### src/rtl/axis_load_router.sv
// axis_load_router: steers one AXI4-Stream packet per command into one of
// NUM_DEST buffer write ports. It checks the packet length against TLAST and
// drains any overlong tail. Framing and destination errors are reported as
// one-cycle pulses that accompany (or precede) the done pulse.
module axis_load_router #(
    parameter int DATA_W   = 32,
    parameter int NUM_DEST = 4,
    parameter int LEN_W    = 16,
    parameter int DEST_W   = $clog2(NUM_DEST)
) (
    input  logic                clk,
    input  logic                rst,

    input  logic                cmd_valid,
    output logic                cmd_ready,
    input  logic [DEST_W-1:0]   cmd_dest,
    input  logic [LEN_W-1:0]    cmd_len,

    input  logic                s_axis_tvalid,
    output logic                s_axis_tready,
    input  logic [DATA_W-1:0]   s_axis_tdata,
    input  logic                s_axis_tlast,

    output logic [NUM_DEST-1:0] wr_en,
    output logic [LEN_W-1:0]    wr_addr,
    output logic [DATA_W-1:0]   wr_data,

    output logic                busy,
    output logic                done,
    output logic                err_early_last,
    output logic                err_missing_last,
    output logic                err_bad_dest
);

    // NUM_DEST widened by one bit so that every cmd_dest encoding compares
    // cleanly, including non-power-of-two destination counts.
    localparam logic [DEST_W:0] NUM_DEST_V = (DEST_W+1)'(NUM_DEST);

    typedef enum logic [1:0] {
        S_IDLE  = 2'd0,
        S_LOAD  = 2'd1,
        S_DRAIN = 2'd2,
        S_DONE  = 2'd3
    } state_t;

    state_t              state;
    state_t              state_nxt;

    // Latched command and beat counter.
    logic [DEST_W-1:0]   dest_q;
    logic [DEST_W-1:0]   dest_nxt;
    logic [LEN_W-1:0]    len_q;
    logic [LEN_W-1:0]    len_nxt;
    logic [LEN_W-1:0]    cnt_q;
    logic [LEN_W-1:0]    cnt_nxt;
    logic [LEN_W-1:0]    last_idx;

    // Stage p0 decisions, registered into the p1 output stage.
    logic                beat_p0;
    logic                wr_p0;
    logic [NUM_DEST-1:0] wr_en_p0;
    logic                done_p0;
    logic                early_p0;
    logic                missing_p0;
    logic                bad_p0;

    logic [NUM_DEST-1:0] wr_en_p1;
    logic [LEN_W-1:0]    wr_addr_p1;
    logic [DATA_W-1:0]   wr_data_p1;
    logic                done_p1;
    logic                early_p1;
    logic                missing_p1;
    logic                bad_p1;

    // Handshake readies are decoded from the state register only; cmd_ready is
    // also held low while reset is asserted.
    assign cmd_ready     = (state == S_IDLE) && !rst;
    assign s_axis_tready = (state == S_LOAD) || (state == S_DRAIN);
    assign busy          = (state != S_IDLE);

    assign beat_p0  = s_axis_tvalid && s_axis_tready;
    assign last_idx = len_q - 1'b1;

    // Next-state, command latching and pulse decisions for the current cycle.
    always_comb begin
        state_nxt  = state;
        dest_nxt   = dest_q;
        len_nxt    = len_q;
        cnt_nxt    = cnt_q;
        wr_p0      = 1'b0;
        done_p0    = 1'b0;
        early_p0   = 1'b0;
        missing_p0 = 1'b0;
        bad_p0     = 1'b0;

        case (state)
            S_IDLE: begin
                if (cmd_valid) begin
                    if ({1'b0, cmd_dest} >= NUM_DEST_V) begin
                        bad_p0  = 1'b1;
                        done_p0 = 1'b1;
                    end else if (cmd_len == '0) begin
                        done_p0 = 1'b1;
                    end else begin
                        dest_nxt  = cmd_dest;
                        len_nxt   = cmd_len;
                        cnt_nxt   = '0;
                        state_nxt = S_LOAD;
                    end
                end
            end

            S_LOAD: begin
                if (beat_p0) begin
                    wr_p0 = 1'b1;
                    if (s_axis_tlast) begin
                        // cnt never exceeds last_idx, so a mismatch means short.
                        early_p0  = (cnt_q != last_idx);
                        done_p0   = 1'b1;
                        state_nxt = S_DONE;
                    end else if (cnt_q == last_idx) begin
                        missing_p0 = 1'b1;
                        state_nxt  = S_DRAIN;
                    end else begin
                        cnt_nxt = cnt_q + 1'b1;
                    end
                end
            end

            S_DRAIN: begin
                if (beat_p0 && s_axis_tlast) begin
                    done_p0   = 1'b1;
                    state_nxt = S_DONE;
                end
            end

            S_DONE: begin
                state_nxt = S_IDLE;
            end

            default: begin
                state_nxt = S_IDLE;
            end
        endcase
    end

    // One-hot write strobe for the latched destination.
    always_comb begin
        wr_en_p0 = '0;
        for (int i = 0; i < NUM_DEST; i++) begin
            wr_en_p0[i] = wr_p0 && (dest_q == DEST_W'(i));
        end
    end

    // State register and latched command; reset abandons any packet in flight.
    always_ff @(posedge clk) begin
        if (rst) begin
            state  <= S_IDLE;
            dest_q <= '0;
            len_q  <= '0;
            cnt_q  <= '0;
        end else begin
            state  <= state_nxt;
            dest_q <= dest_nxt;
            len_q  <= len_nxt;
            cnt_q  <= cnt_nxt;
        end
    end

    // ---- stage p0 -> p1: registered write port and status pulses ----
    // Write port and pulses register one cycle behind the accepted beat.
    always_ff @(posedge clk) begin
        if (rst) begin
            wr_en_p1   <= '0;
            wr_addr_p1 <= '0;
            wr_data_p1 <= '0;
            done_p1    <= 1'b0;
            early_p1   <= 1'b0;
            missing_p1 <= 1'b0;
            bad_p1     <= 1'b0;
        end else begin
            wr_en_p1   <= wr_en_p0;
            done_p1    <= done_p0;
            early_p1   <= early_p0;
            missing_p1 <= missing_p0;
            bad_p1     <= bad_p0;
            if (wr_p0) begin
                wr_addr_p1 <= cnt_q;
                wr_data_p1 <= s_axis_tdata;
            end
        end
    end

    assign wr_en            = wr_en_p1;
    assign wr_addr          = wr_addr_p1;
    assign wr_data          = wr_data_p1;
    assign done             = done_p1;
    assign err_early_last   = early_p1;
    assign err_missing_last = missing_p1;
    assign err_bad_dest     = bad_p1;

endmodule

### config.mk
export PLATFORM = sky130hd
export DESIGN_NAME = axis_load_router
export DESIGN_NICKNAME = d
export VERILOG_FILES = /design/src/rtl/axis_load_router.sv
export SDC_FILE = /design/constraint.sdc
export NUM_CORES = 1
export LEC_CHECK = 0
export ABC_AREA = 1
export CELL_PAD_IN_SITES_DETAIL_PLACEMENT = 0
export CELL_PAD_IN_SITES_GLOBAL_PLACEMENT = 2
export CORE_MARGIN = 1.5
export CORE_UTILIZATION = 27
export CTS_BUF_LIST = sky130_fd_sc_hd__clkbuf_8
export DETAILED_ROUTE_END_ITERATION = 8
export PLACE_DENSITY = 0.82
export SLEW_MARGIN = 20
export SYNTH_ARGS = -nofsm -noshare
export SYNTH_HDL_FRONTEND = slang
export SYNTH_SLANG_ARGS = --single-unit
export TNS_END_PERCENT = 10
### constraint.sdc
create_clock -name clk -period 2.2 [get_ports clk]
set_input_delay 0.55 -clock clk [delete_from_list [all_inputs] [get_ports clk]]
set_output_delay 0.55 -clock clk [all_outputs]
set_load 0.03 [all_outputs]
Yosys cells after proc, flatten, opt, wreduce, memory -nomap -nowiden --
Index checks and enable logic that the tools add are counted. Widths: inputs -> output; s select.
Storage, ports and cells: flip-flop bits (word level) 91, input bits 55, output and inout bits 59, word-level logic and storage cells 72
Cells by class: add/sub/neg operators 2, equal/unequal tests 15, muxes and demuxes 22, bitwise gates (word level) 4, reduce and logical (&&, ||, !) cells 19
Operators by type and width (number):
- $mux 16 | 5
- $pmux 16 s2 | 1
- $add 16x1->16 const B | 1
- $eq 16x16->1 | 1
- $logic_not 16->1 | 1
- $ne 16x16->1 | 1
- $sub 16x1->16 const B | 1
- $mux 2 | 6
- $ne 2x2->1 const B | 5
- $eq 2x2->1 const B | 4
- $mux 1 | 8
- $pmux 2 s4 | 1
- $reduce_or 4->1 | 2
- $logic_and 1x1->1 | 7
- $reduce_and 6->1 | 1
- $reduce_and 5->1 | 1
- $eq 2x1->1 const B | 2
- $logic_not 2->1 | 2
- $not 1->1 | 4
- $reduce_bool 2->1 | 2
- $ne 3x2->1 const B | 1
- $pmux 1 s3 | 1
- $reduce_and 3->1 | 1
- $ne 2x1->1 const B | 1
- 2 further kinds | 2

Longest topological paths before layout --
Gate-level depths: netlist of the first run.
depth after elaboration 6, gate-level depth with buffers 17, depth with buffers taken out 15

Worst setup path before layout of the first run --
OpenSTA, ideal clock, no wires.
path kind reg2reg, start register state[0], end register cnt_q[6], library setup time 0.070 ns, arrival 2.063 ns, data required time 2.130 ns, path slack 0.067 ns, stages on the path, launching flop included 13, path buffers 1, clock period less this slack 2.133 ns, cell sequence dfxtp_1 -> inv_1 -> ha_1 -> nand2_1 -> nand2_1 -> o21ai_0 -> o21bai_1 -> nor2_1 -> nand3_4 -> nand2_4 -> buf_6 -> nand2_1 -> a21oi_1
Between the ends: cells in the longest elaborated chain, start to end 5, elaborated cells between the ends (all ways) 13, classes of those cells eq/ne: 7; mux: 1; reduce/logical: 5
RTL lines:
- start, declared | RTL line 46 | state_t state;
- start signal, assigned | RTL line 163 | state <= state_nxt;
- $eq 2x1->1 or $eq 2x2->1 (tied branches) | RTL line 78 | assign s_axis_tready = (state == S_LOAD) || (state == S_DRAIN);
- $logic_or 1x1->1 (*) | RTL line 78
- net s_axis_tready | RTL line 20 | output logic s_axis_tready,
- $logic_and 1x1->1 (*) | RTL line 81 | assign beat_p0 = s_axis_tvalid && s_axis_tready;
- $ne 2x2->1 (no line) (*)
- $reduce_and 6->1 (no line) (*)
- end signal, assigned | RTL line 166 | cnt_q <= cnt_nxt;
- end, declared | RTL line 54 | logic [LEN_W-1:0] cnt_q;
The timed path passes the listed nets; every way through them passes the cells marked *. A chain may end at the register's enable or synchronous reset.

Worst setup path in the final report of the first run --
start register len_q[1], end register cnt_q[13]
Between the ends: cells in the longest elaborated chain, start to end 4
RTL lines:
- start, declared | RTL line 52 | logic [LEN_W-1:0] len_q;
- start signal, assigned | RTL line 165 | len_q <= len_nxt;
- $sub 16x1->16 | RTL line 82 | assign last_idx = len_q - 1'b1;
- $eq 16x16->1 | RTL line 121 | end else if (cnt_q == last_idx) begin
- $ne 2x2->1 (no line)
- $reduce_and 6->1 (no line)
No other way between the ends.

==> results of run 1 <==
cell type report:
| type | instances | area share |
|---|---|---|
| Clock inverter | 7 | 0.0131 |
| Inverter | 40 | 0.0221 |
| Timing Repair Buffer | 175 | 0.253 |
| Multi-Input combinational cell | 473 | 0.384 |
| Clock buffer | 9 | 0.0183 |
| Tap cell | 216 | 0.0399 |
| Sequential cell | 91 | 0.270 |
cells in the final DEF, fill, tap and decap left out, types with 3 or more instances in the layout:
cell               n
nand3_4            3
nand3_2           13
xor2_1            22
buf_12             8
nor3_1             8
nand3_1           22
inv_8              3
xnor2_1            4
clkbuf_8           9
clkdlybuf4s50_1  109
buf_6              3
o21ai_0           71
nand4_1           10
dfxtp_1           84
buf_4             53
nand2_1           82
inv_2              4
nor2_1           132
a21oi_2            5
nand3b_1           3
nand2_4            4
nor4_1             7
nor2_2             6
inv_1             34
ha_1               5
nor2_4            11
a21oi_1           35
nand2_2           15
dfxtp_2            7
per-layer routing:
layer | vias to the layer above | track usage | routed length, um
li1 | 2381 | - | -
met3 | 21 | 0.0627 | 1130
met1 | 2179 | 0.201 | 6460
met5 | - | 0 | 0
met2 | 133 | 0.288 | 7180
met4 | 0 | 0.0698 | 439
cell families after synthesis:
logic type	Yosys count	synth area share
AOI/OAI and AO/OA	116	0.134
xor gates and xnor gates	26	0.0509
adders and majority gates	6	0.0168
buffers and inverters	75	0.0713
DFF	91	0.407
other	1	0.000838
and+or+nand+nor	324	0.319
stage by stage:
| step | setup TNS [ns] | instance area (sq um) | hold WS [ns] | instances |
|---|---|---|---|---|
| finish | 0 | 6780 | 0.458 | 1011 |
| global route | -1.08 | 6780 | 0.497 | 1011 |
| CTS | 0 | 6380 | 0.464 | 998 |
| detailed placement | -10.14 | 6150 | 0.449 | 982 |
| global placement | -9.62 | 6150 | 0.446 | 982 |
| floorplan | 0 | 4470 | 0.422 | 639 |
sequential cells by signal, summed over array words and instances (netlist names):
signal and count:
done 1, err_early_last 1, err_missing_last 1, wr_en 4
dest_q 2, wr_data 32, state 2, len_q 16
wr_addr 16, cnt_q 16
worst reg2reg max path: stages (launching register included):
cell,delay [ns]
dfxtp_2,0.34
buf_4,0.13
nor2_4,0.11
nand2_4,0.10
nor2_8,0.18
nand2_2,0.07
nand2_2,0.06
nand2_2,0.07
nor2_4,0.11
nand2_2,0.07
nor2_4,0.15
nand3_4,0.13
nand3_4,0.15
buf_12,0.13
clkbuf_16,0.14
nand3_2,0.07
a21oi_2,0.12
path summary, 6_finish.rpt:
kind / slack, ns / start / cells after the start / endpoint
setup / recovery: 0.02 / len_q[1] / 16 / cnt_q[13]
setup reg to reg: 0.02 / len_q[1] / 16 / cnt_q[13]
hold / removal: 0.46 / dest_q[0] / 1 / wr_en[0]
hold reg to reg: 0.46 / dest_q[0] / 1 / wr_en[0]
repair_timing:
| action | in CTS | in global routing |
|---|---|---|
| pin swaps | 0 | 38 |
| cloned | 0 | 1 |
| resized for setup | 5 | 77 |
| buffers inserted | 0 | 12 |
| hold endpoints to repair | 0 | 0 |
| endpoints found under the setup margin | 19 | 20 |
where the power goes:
part / switching (mW) / total [mW] / internal [mW]
combinational: 2.03 / 3.48 / 1.45
sequential: 0.203 / 2.12 / 1.91
clock: 0.708 / 1.27 / 0.557
==> key figures, run 1 <==
Logic synthesis
  – Synthesis-stage register bit count: 91
  – Synth Instances: 639
  – Syn_nets: 700
  – Avg Cell Area, Syn: 7.00 sq um
  – Netlist cell types: 39
  – EDFF count, synth: 0
  – Most frequent cell after synthesis: nor2_1
  – Prevailing post-synth register cell: dfxtp_1
  – Post-synth top cells: 145 x nor2_1, 99 x nand2_1, 91 x dfxtp_1, 71 x o21ai_0, 39 x a21oi_1
  – Synth area leaders: dfxtp_1 41%, nor2_1 12%, nand2_1 8.3%
  – Seq/Total Area, Yosys: 0.407
  – Synth Cell Area: 0.00447 sq mm
  – Area leader, netlist: dfxtp_1
  – Synth warn: 0
  – Ys async rst share: 0
  – Yosys top cell area share: 0.407

Setup path
  – Worst-path cell chain: buf_4 -> nor2_4 -> nand2_4 -> nor2_8 -> nand2_2 -> nand2_2 -> nand2_2 -> nor2_4 -> nand2_2 -> nor2_4 -> nand3_4 -> nand3_4 -> buf_12 -> clkbuf_16 -> nand3_2 -> a21oi_2
  – CP startpoint kind: register
  – Req. time, crit path: 2.53 ns
  – CP Class: register to register
  – CP max stage cell: dfxtp_2
  – Most used cell, CP: nand2_2
  – CP peak stage delay: 0.34 ns
  – CP max FO: 8
  – Worst path bufs/invs: 3
  – Crit end category: register
  – CP Data Arrival Time: 2.51 ns
  – CP top delay family: simple AND/OR/NAND/NOR gates

CTS
  – Hold_buf cts: 0
  – CTS clk-pin slew, worst paths: 0.11 ns
  – CTS tree: yes
  – Root Buffer: clkbuf_8
  – Clock latency at the later pin of the worst-skew pair: 0.39 ns
  – H-tree lvl count: 3
  – Clock sink total: 91
  – Num CTS Buffers: 9
  – Max clock buf depth: 2

STA
  – PnR worst setup slack: 0.0201 ns
  – RSZ-0062 raised after global routing: yes
  – Fin crit period: 2.18 ns
  – Fin. max-slew vios: 0
  – Fmax: 459 MHz
  – Fin. Hold Viols: 0
  – Clock Skew: 0.0171 ns
  – Tcrit/Tclk final: 0.991
  – Final setup fails: 0

Detailed routing
  – Drt pass-1 iters: 4
  – Vias/cell: 4.66
  – Detailed-route DRC error count: 0
  – Detailed-route via count: 4714
  – Starting DRT DRC Count: 306
  – Final wirelength: 15.2 mm
  – Post-DRT Antenna Nets: 0
  – WL/cell: 15.0 um

Finish
  – Layout cells sized above 1: 0.197
  – Area of the multi-input gates: 0.00260 sq mm
  – Synth-to-Final Area Change: 51.5%
  – Sequential Area: 0.00183 sq mm
  – Post-layout util: 0.422
  – Layout Nets: 851
  – Antenna cells: 0
  – Filler cell count: 1638

Die
  – I/O pin total: 114
  – FP Rows: 46
  – Initial core utilization: 0.279
  – Die Wd: 132 um
  – Die ar.: 0.0174 sq mm
  – CORE AREA: 0.0161 sq mm
  – Chip height: 132 um

Run status
  – Status: completed

Place
  – Post-DP HPWL: 11.2 mm
  – Port bufs: 112
  – GP Congestion: 0.855
  – DP Worst Slack: -0.393 ns

GRT
  – Initial antenna violation count: 0
  – Global-route wire length before repair: 23.9 mm
  – Gr ovfl total: 0
  – Vias in the first global route: 4616
  – Pin count of the biggest net entering global routing: 57
  – GRT Total Usage: 0.173

Pwr
  – Worst VDD drop: 0.623 mV
  – Leak pwr: 2.75 nW
  – Total power: 6.86 mW
  – Power Dens Cells: 1010 mW/mm^2

Flow run
  – Maxcap violations: 0

Hold path
  – Min-delay worst type: register to register
Power figures use the tool's default switching activity.
==> run 2, diff against run 1 <==
--- a/config.mk
+++ b/config.mk
@@ -5,13 +5,14 @@
 export SDC_FILE = /design/constraint.sdc
 export NUM_CORES = 1
 export LEC_CHECK = 0
-export ABC_AREA = 1
+export ABC_AREA = 0
 export CELL_PAD_IN_SITES_DETAIL_PLACEMENT = 0
 export CELL_PAD_IN_SITES_GLOBAL_PLACEMENT = 2
 export CORE_MARGIN = 1.5
-export CORE_UTILIZATION = 27
+export CORE_UTILIZATION = 28
 export CTS_BUF_LIST = sky130_fd_sc_hd__clkbuf_8
 export DETAILED_ROUTE_END_ITERATION = 8
+export GPL_ROUTABILITY_DRIVEN = 0
 export PLACE_DENSITY = 0.82
 export SLEW_MARGIN = 20
 export SYNTH_ARGS = -nofsm -noshare
==> run 2 against run 1 <==
Largest cell class unchanged. Clock-buffer cell count grew 1. Cell count shrank 12%. Critical path type unchanged. Highest routed layer unchanged. Clock skew shrank 0.0078 ns. Synthesized cell count shrank 21%. The flow now finishes with violations (setup timing). Die area shrank 10%.
==> key figures, run 2 <==
Run status
  – Status: complete, but fails checks (was completed)
  – Failing checks: setup timing

Setup path
  – CP Class: register to register (unchanged)
  – CP startpoint kind: register (unchanged)
  – CP Data Arrival Time: 3.18 ns (was 2.51 ns)
  – CP max stage cell: or4_1 (was dfxtp_2)
  – CP startpoint: len_q[1] (unchanged)
  – CP top delay family: simple AND/OR/NAND/NOR gates (unchanged)
  – Req. time, crit path: 2.53 ns (about the same)
  – Crit end category: register (unchanged)
  – Reg2Reg Launch Point: len_q[1] (unchanged)
  – CP max FO: 8 (unchanged)
  – CP peak stage delay: 0.57 ns (was 0.34 ns)
  – Worst-path cell chain: inv_2 -> ha_4 -> or3b_4 -> or4_4 -> mux2i_1 -> a211oi_2 -> or2_4 -> o21ai_4 -> or4_1 -> a21oi_2 (was buf_4 -> nor2_4 -> nand2_4 -> nor2_8 -> nand2_2 -> nand2_2 -> nand2_2 -> nor2_4 -> nand2_2 -> nor2_4 -> nand3_4 -> nand3_4 -> buf_12 -> clkbuf_16 -> nand3_2 -> a21oi_2)
  – Worst path bufs/invs: 1 (was 3)

Logic synthesis
  – Netlist cell types: 55 (was 39)
  – Synthesis-stage register bit count: 91 (unchanged)
  – Syn_nets: 567 (was 700)
  – Yosys top cell area share: 0.440 (was 0.407)
  – Synth Cell Area: 0.00414 sq mm (was 0.00447 sq mm)
  – Synth Instances: 506 (was 639)
  – EDFF count, synth: 0 (unchanged)
  – Ys async rst share: 0 (unchanged)
  – Prevailing post-synth register cell: dfxtp_1 (unchanged)
  – Post-synth top cells: 115 x nand2_1, 91 x dfxtp_1, 62 x a21oi_1, 32 x nor2_1 (was 145 x nor2_1, 99 x nand2_1, 91 x dfxtp_1, 71 x o21ai_0, 39 x a21oi_1)
  – Synth warn: 0 (unchanged)
  – Most frequent cell after synthesis: nand2_1 (was nor2_1)
  – Synth area leaders: dfxtp_1 44%, nand2_1 10%, a21oi_1 7.5% (was dfxtp_1 41%, nor2_1 12%, nand2_1 8.3%)
  – Area leader, netlist: dfxtp_1 (unchanged)
  – Seq/Total Area, Yosys: 0.440 (was 0.407)
  – Avg Cell Area, Syn: 8.19 sq um (was 7.00 sq um)

Detailed routing
  – Starting DRT DRC Count: 183 (was 306)
  – Post-DRT Antenna Nets: 0 (unchanged)
  – Drt pass-1 iters: 4 (unchanged)
  – Detailed-route DRC error count: 0 (unchanged)
  – Detailed-route via count: 4237 (was 4714)
  – Final wirelength: 12.4 mm (was 15.2 mm)
  – Vias/cell: 4.79 (was 4.66)
  – WL/cell: 14.0 um (was 15.0 um)

Place
  – Port bufs: 112 (unchanged)
  – DP Worst Slack: -0.847 ns (was -0.393 ns)
  – Cell Area, Placed: 0.00609 sq mm (was 0.00615 sq mm)
  – Post-DP HPWL: 9.30 mm (was 11.2 mm)

GRT
  – Initial antenna violation count: 0 (unchanged)
  – Vias in the first global route: 4089 (was 4616)
  – Gr ovfl total: 0 (unchanged)
  – GRT Total Usage: 0.163 (was 0.173)
  – Pin count of the biggest net entering global routing: 53 (was 57)
  – Global-route wire length before repair: 20.3 mm (was 23.9 mm)

STA
  – Fin. max-slew vios: 0 (unchanged)
  – Slew headroom: 0.637
  – Tcrit/Tclk final: 1.30 (was 0.991)
  – Clock Skew: 0.00940 ns (was 0.0171 ns)
  – Fin Hold WS: 0.457 ns (was 0.458 ns)
  – Fmax: 351 MHz (was 459 MHz)
  – Fin. Hold Viols: 0 (unchanged)
  – Actual slew at the worst max-slew pin: 0.545 ns
  – Final setup fails: 20 (was 0)
  – RSZ-0062 raised after global routing: yes (unchanged)
  – PnR worst setup slack: -0.649 ns (was 0.0201 ns)
  – Fin crit period: 2.85 ns (was 2.18 ns)

Pwr
  – Worst VDD drop: 0.326 mV (was 0.623 mV)
  – Leak pwr: 2.44 nW (was 2.75 nW)
  – Total power: 5.19 mW (was 6.86 mW)
  – Power Dens Cells: 809 mW/mm^2 (was 1010 mW/mm^2)

Die
  – FP Rows: 44 (was 46)
  – I/O pin total: 114 (unchanged)
  – Chip height: 125 um (was 132 um)
  – Initial core utilization: 0.286 (was 0.279)
  – CORE AREA: 0.0145 sq mm (was 0.0161 sq mm)
  – Die Wd: 125 um (was 132 um)
  – Die ar.: 0.0155 sq mm (was 0.0174 sq mm)

CTS
  – Clock sink total: 91 (unchanged)
  – CTS tree: yes (unchanged)
  – Hold_buf cts: 0 (unchanged)
  – H-tree lvl count: 3 (unchanged)
  – Max clock buf depth: 2 (unchanged)
  – Clock latency at the later pin of the worst-skew pair: 0.38 ns (was 0.39 ns)
  – Root Buffer: clkbuf_8 (unchanged)
  – Num CTS Buffers: 9 (unchanged)
  – CTS clk-pin slew, worst paths: 0.10 ns (was 0.11 ns)

Finish
  – Synth-to-Final Area Change: 54.8% (was 51.5%)
  – Design area: 0.00641 sq mm (was 0.00678 sq mm)
  – Filler cell count: 1461 (was 1638)
  – Commonest non-fill, non-tap cell in the layout: nand2_1 (was nor2_1)
  – Largest register FFs: 32 (unchanged)
  – Layout Nets: 758 (was 851)
  – Layout cells sized above 1: 0.203 (was 0.197)
  – Antenna cells: 0 (unchanged)
  – Commonest cells after routing, fill and taps aside: 114 x nand2_1, 108 x clkdlybuf4s50_1, 90 x buf_4, 89 x dfxtp_1, 60 x a21oi_1 (was 132 x nor2_1, 109 x clkdlybuf4s50_1, 84 x dfxtp_1, 82 x nand2_1, 71 x o21ai_0)

Hold path
  – Min-delay worst type: register to register (unchanged)
  – Hold Path Origin: wr_data[7] (was dest_q[0])

Flow run
  – Maxcap violations: 0 (unchanged)
-- run 2: worst paths after layout --
kind                                    to  slack [ns]  cells past startpoint
worst max-delay path             cnt_q[13]       -0.65                     10
worst min-delay path            wr_data[7]        0.46                      2
worst max register to register   cnt_q[13]       -0.65                     10
worst min register to register  wr_data[7]        0.46                      2
-- run 2: tightest hold or removal path, stage by stage (launching register included) --
cell and delay [ns]:
dfxtp_1 0.32, nand2_1 0.05, a21oi_1 0.05
-- run 2: report_power, final --
part / leakage [nW] / internal [mW] / switching, mW / total [mW]
clock network: 0.0906 / 0.442 / 0.631 / 1.07
logic: 1.61 / 1.10 / 1.17 / 2.27
registers: 0.737 / 1.77 / 0.0741 / 1.84
total: 2.44 / 3.31 / 1.87 / 5.19
-- run 2: kinds of logic (layout without fill, tap and decap cells) --
family	Yosys count	count (layout)	share of synthesized area
AOI/OAI and AO/OA	97	97	0.145
adders and majority gates	6	6	0.0181
buffers and inverters	37	232	0.0387
DFF	91	91	0.440
and+or+nand+nor	234	234	0.267
muxes	21	21	0.0507
xor gates and xnor gates	19	19	0.0402
other	1	1	0.000905
-- run 2: repair_timing --
item                                    CTS  global route
gates resized for setup                  15            19
buffers inserted                          4             2
endpoints found under the setup margin   23            23
gates cloned                              0             0
pin swaps                                23            10
-- run 2: layer usage --
| layer | global-route usage | share of wire | wire length (um) | up-vias |
|---|---|---|---|---|
| met3 | 0.0322 | 0.040 | 495 | 12 |
| li1 | - | - | - | 2145 |
| met4 | 0.0595 | 0.014 | 175 | 0 |
| met1 | 0.203 | 0.46 | 5750 | 1996 |
| met5 | 0 | 0 | 0 | - |
| met2 | 0.277 | 0.48 | 6010 | 84 |
-- run 2: layout make-up --
class,instances,area (sq um),share of cell area
Timing Repair Buffer,209,1870,0.292
Inverter,8,30.0,0.00468
Clock buffer,10,138,0.0215
Clock inverter,5,37.5,0.00585
Sequential cell,91,1820,0.285
Tap cell,184,230,0.0359
Multi-Input combinational cell,378,2280,0.356
-- run 2: per-stage QoR --
| stage | utilization | cells | TNS [ns] |
|---|---|---|---|
| floorplan | - | 506 | -10.60 |
| global placement | 0.421 | 864 | -18.16 |
| detailed placement | 0.421 | 864 | -18.52 |
| CTS | 0.438 | 883 | -12.37 |
| global route | 0.443 | 885 | -14.23 |
| finish | 0.443 | 885 | -11.76 |
==> run 3, diff against run 2 <==
--- a/config.mk
+++ b/config.mk
@@ -14,6 +14,7 @@
 export DETAILED_ROUTE_END_ITERATION = 8
 export GPL_ROUTABILITY_DRIVEN = 0
 export PLACE_DENSITY = 0.82
+export REMOVE_ABC_BUFFERS = 1
 export SLEW_MARGIN = 20
 export SYNTH_ARGS = -nofsm -noshare
 export SYNTH_HDL_FRONTEND = slang
==> run 3 against run 2 <==
The flow still finishes with violations (setup timing). Highest routed layer unchanged. Sequential power about the same. Power is 2.2% higher. Routed wire length fell by 0.49%. Global-route usage is 0.10 points lower. Clock skew shrank 0.0041 ns. Largest power group unchanged. Largest cell class unchanged. Utilization fell by 0.14 points.
==> key figures, run 3 (synthesis results as in run 2) <==
Pwr
  – Worst VDD drop: 0.559 mV (was 0.326 mV)
  – Power Dens Cells: 830 mW/mm^2 (was 809 mW/mm^2)
  – Leak pwr: 2.44 nW (about the same)
  – Switching pwr: 1.84 mW (was 1.87 mW)
  – Clk pwr share: 0.215 (was 0.207)
  – Int Pwr: 3.46 mW (was 3.31 mW)
  – Sw Ratio: 0.347 (was 0.361)
  – Combinational share of power: 0.438 (about the same)
  – Sequential share of power: 0.347 (was 0.356)

Setup path
  – Req. time, crit path: 2.52 ns (was 2.53 ns)
  – CP startpoint kind: register (unchanged)
  – R2r endpoint: cnt_q[11] (was cnt_q[13])
  – Reg2Reg Launch Point: len_q[6] (was len_q[1])
  – Crit end category: register (unchanged)
  – CP Data Arrival Time: 3.28 ns (was 3.18 ns)
  – CP Class: register to register (unchanged)
  – Worst r2r path cells: 9 (was 10)
  – CP max FO: 11 (was 8)
  – Reg2Reg Setup Slack: -0.75 ns (was -0.65 ns)

Place
  – DP Cell Count: 856 (was 864)
  – Port bufs: 112 (unchanged)
  – Post-DP HPWL: 9.09 mm (was 9.30 mm)

STA
  – Final setup fails: 20 (unchanged)
  – Tcrit/Tclk final: 1.34 (was 1.30)
  – Fin. max-slew vios: 0 (unchanged)
  – Fin. Hold Viols: 0 (unchanged)
  – Fin crit period: 2.95 ns (was 2.85 ns)
  – Fin Hold WS: 0.456 ns (was 0.457 ns)
  – Final TNS setup: -12.75 ns (was -11.76 ns)
  – RSZ-0062 raised after global routing: yes (unchanged)
  – Fmax: 339 MHz (was 351 MHz)
  – PnR worst setup slack: -0.752 ns (was -0.649 ns)
  – Clock Skew: 0.00525 ns (was 0.00940 ns)
  – Actual slew at the worst max-slew pin: 0.763 ns (was 0.545 ns)
  – Slew headroom: 0.488 (was 0.637)

Die
  – CORE AREA: 0.0145 sq mm (unchanged)
  – FP Rows: 44 (unchanged)
  – Die Wd: 125 um (unchanged)
  – Initial core utilization: 0.286 (unchanged)
  – I/O pin total: 114 (unchanged)
  – Die ar.: 0.0155 sq mm (unchanged)
  – Chip height: 125 um (unchanged)

GRT
  – Vias in the first global route: 4061 (was 4089)
  – Initial antenna violation count: 0 (unchanged)
  – Pin count of the biggest net entering global routing: 53 (unchanged)
  – Global-route wire length before repair: 20.2 mm (was 20.3 mm)
  – Gr ovfl total: 0 (unchanged)
  – GRT Total Usage: 0.162 (was 0.163)
  – Global routing usage on met2: 0.277 (about the same)
  – M3 GR Usage: 0.0318 (was 0.0322)
  – Grt met1 use: 0.201 (was 0.203)
  – Most used routing layer: met2 (unchanged)

CTS
  – Max clock buf depth: 2 (unchanged)
  – H-tree lvl count: 3 (unchanged)
  – Num CTS Buffers: 9 (unchanged)
  – Clock latency at the later pin of the worst-skew pair: 0.38 ns (about the same)
  – Root Buffer: clkbuf_8 (unchanged)
  – CTS clk-pin slew, worst paths: 0.09 ns (was 0.10 ns)
  – CTS tree: yes (unchanged)
  – Clock sink total: 91 (unchanged)

Flow run
  – Maxcap violations: 0 (unchanged)

Finish
  – Synth-to-Final Area Change: 54.3% (was 54.8%)
  – Layout cells sized above 1: 0.195 (was 0.203)
  – Antenna cells: 0 (unchanged)
  – Layout Nets: 748 (was 758)
  – Commonest non-fill, non-tap cell in the layout: nand2_1 (unchanged)
  – Filler cell count: 1419 (was 1461)
  – Post-route insts no fill: 875 (was 885)
  – Largest register FFs: 32 (unchanged)
  – Commonest cells after routing, fill and taps aside: 115 x nand2_1, 108 x clkdlybuf4s50_1, 89 x dfxtp_1, 81 x buf_4, 60 x a21oi_1 (was 114 x nand2_1, 108 x clkdlybuf4s50_1, 90 x buf_4, 89 x dfxtp_1, 60 x a21oi_1)
  – Area of the multi-input gates: 0.00228 sq mm (unchanged)
  – Sequential Area: 0.00182 sq mm (unchanged)

Detailed routing
  – Starting DRT DRC Count: 210 (was 183)
  – Drt pass-1 iters: 4 (unchanged)
  – Vias/cell: 4.73 (was 4.79)
  – Post-DRT Antenna Nets: 0 (unchanged)
  – Detailed-route via count: 4136 (was 4237)
  – Final wirelength: 12.4 mm (about the same)
  – WL/cell: 14.1 um (was 14.0 um)
  – Detailed-route DRC error count: 0 (unchanged)

Hold path
  – Hold depth: 2 (unchanged)
  – Min-Delay Endpoint: wr_data[24] (was wr_data[7])
  – Hold Path Origin: wr_data[24] (was wr_data[7])
  – Min-delay worst type: register to register (unchanged)

Run status
  – Failing checks: setup timing (unchanged)
  – Status: complete, but fails checks (unchanged)
-- run 3: metal layers --
metal  up-vias  part of all wire
met5         -                 0
met1      1928              0.45
met2        74              0.50
met3        13             0.042
met4         0             0.015
li1       2121                 -
-- run 3: power by group through the flow --
stage	Combinational [mW]	Sequential (mW)	Clock, mW
final	2.32	1.84	1.14
after global routing	2.52	1.86	1.28
after detailed placement	2.15	1.87	0
after global placement	2.13	1.87	0
after CTS	2.26	1.84	1.22
after floorplan	0.983	2.00	0
-- run 3: worst max-delay path, stage by stage (launching register included) --
cell	delay, ns
dfxtp_1	0.32
or4_4	0.53
or4_4	0.57
mux2i_1	0.15
a211oi_2	0.29
or2_4	0.19
o21ai_4	0.10
buf_12	0.21
or4_1	0.46
nand2_1	0.07
-- run 3: per-stage QoR --
stage / util / power [mW] / setup WS [ns] / area [sq um]
after floorplan: - / 2.98 / -1.58 / 4010
after global placement: 0.417 / 4.00 / -0.910 / 6040
after detailed placement: 0.417 / 4.03 / -1.01 / 6040
after CTS: 0.436 / 5.31 / -0.756 / 6310
after global routing: 0.441 / 5.66 / -0.817 / 6390
final: 0.441 / 5.30 / -0.752 / 6390
-- run 3: how the worst max path moves through the flow --
stage                     depth (start not counted)         to  slack (ns)  startpoint
after floorplan                                   7  cnt_q[13]       -1.58    state[0]
after global placement                           10   state[0]       -0.91    len_q[0]
after detailed placement                         10   state[0]       -1.01    len_q[0]
after CTS                                        11   cnt_q[4]       -0.76    len_q[0]
after global routing                              9  cnt_q[11]       -0.82    len_q[6]
final                                             9  cnt_q[11]       -0.75    len_q[6]
-- run 3: repair_timing --
item,4_1_cts,5_1_grt
setup buffers,2,1
endpoints found under the setup margin,22,40
hold endpoints to repair,0,0
hold buffers,0,0
gates cloned,0,1
pin swaps,13,11
gates resized for setup,20,18
-- run 3: cell type report --
| class | count | share of cell area |
|---|---|---|
| multi-input cells | 378 | 0.357 |
| repair buffers | 199 | 0.287 |
| inverters | 8 | 0.00470 |
| flip-flops and latches | 91 | 0.285 |
| clock buffers | 10 | 0.0215 |
| clock inverters | 5 | 0.00861 |
| well taps | 184 | 0.0360 |
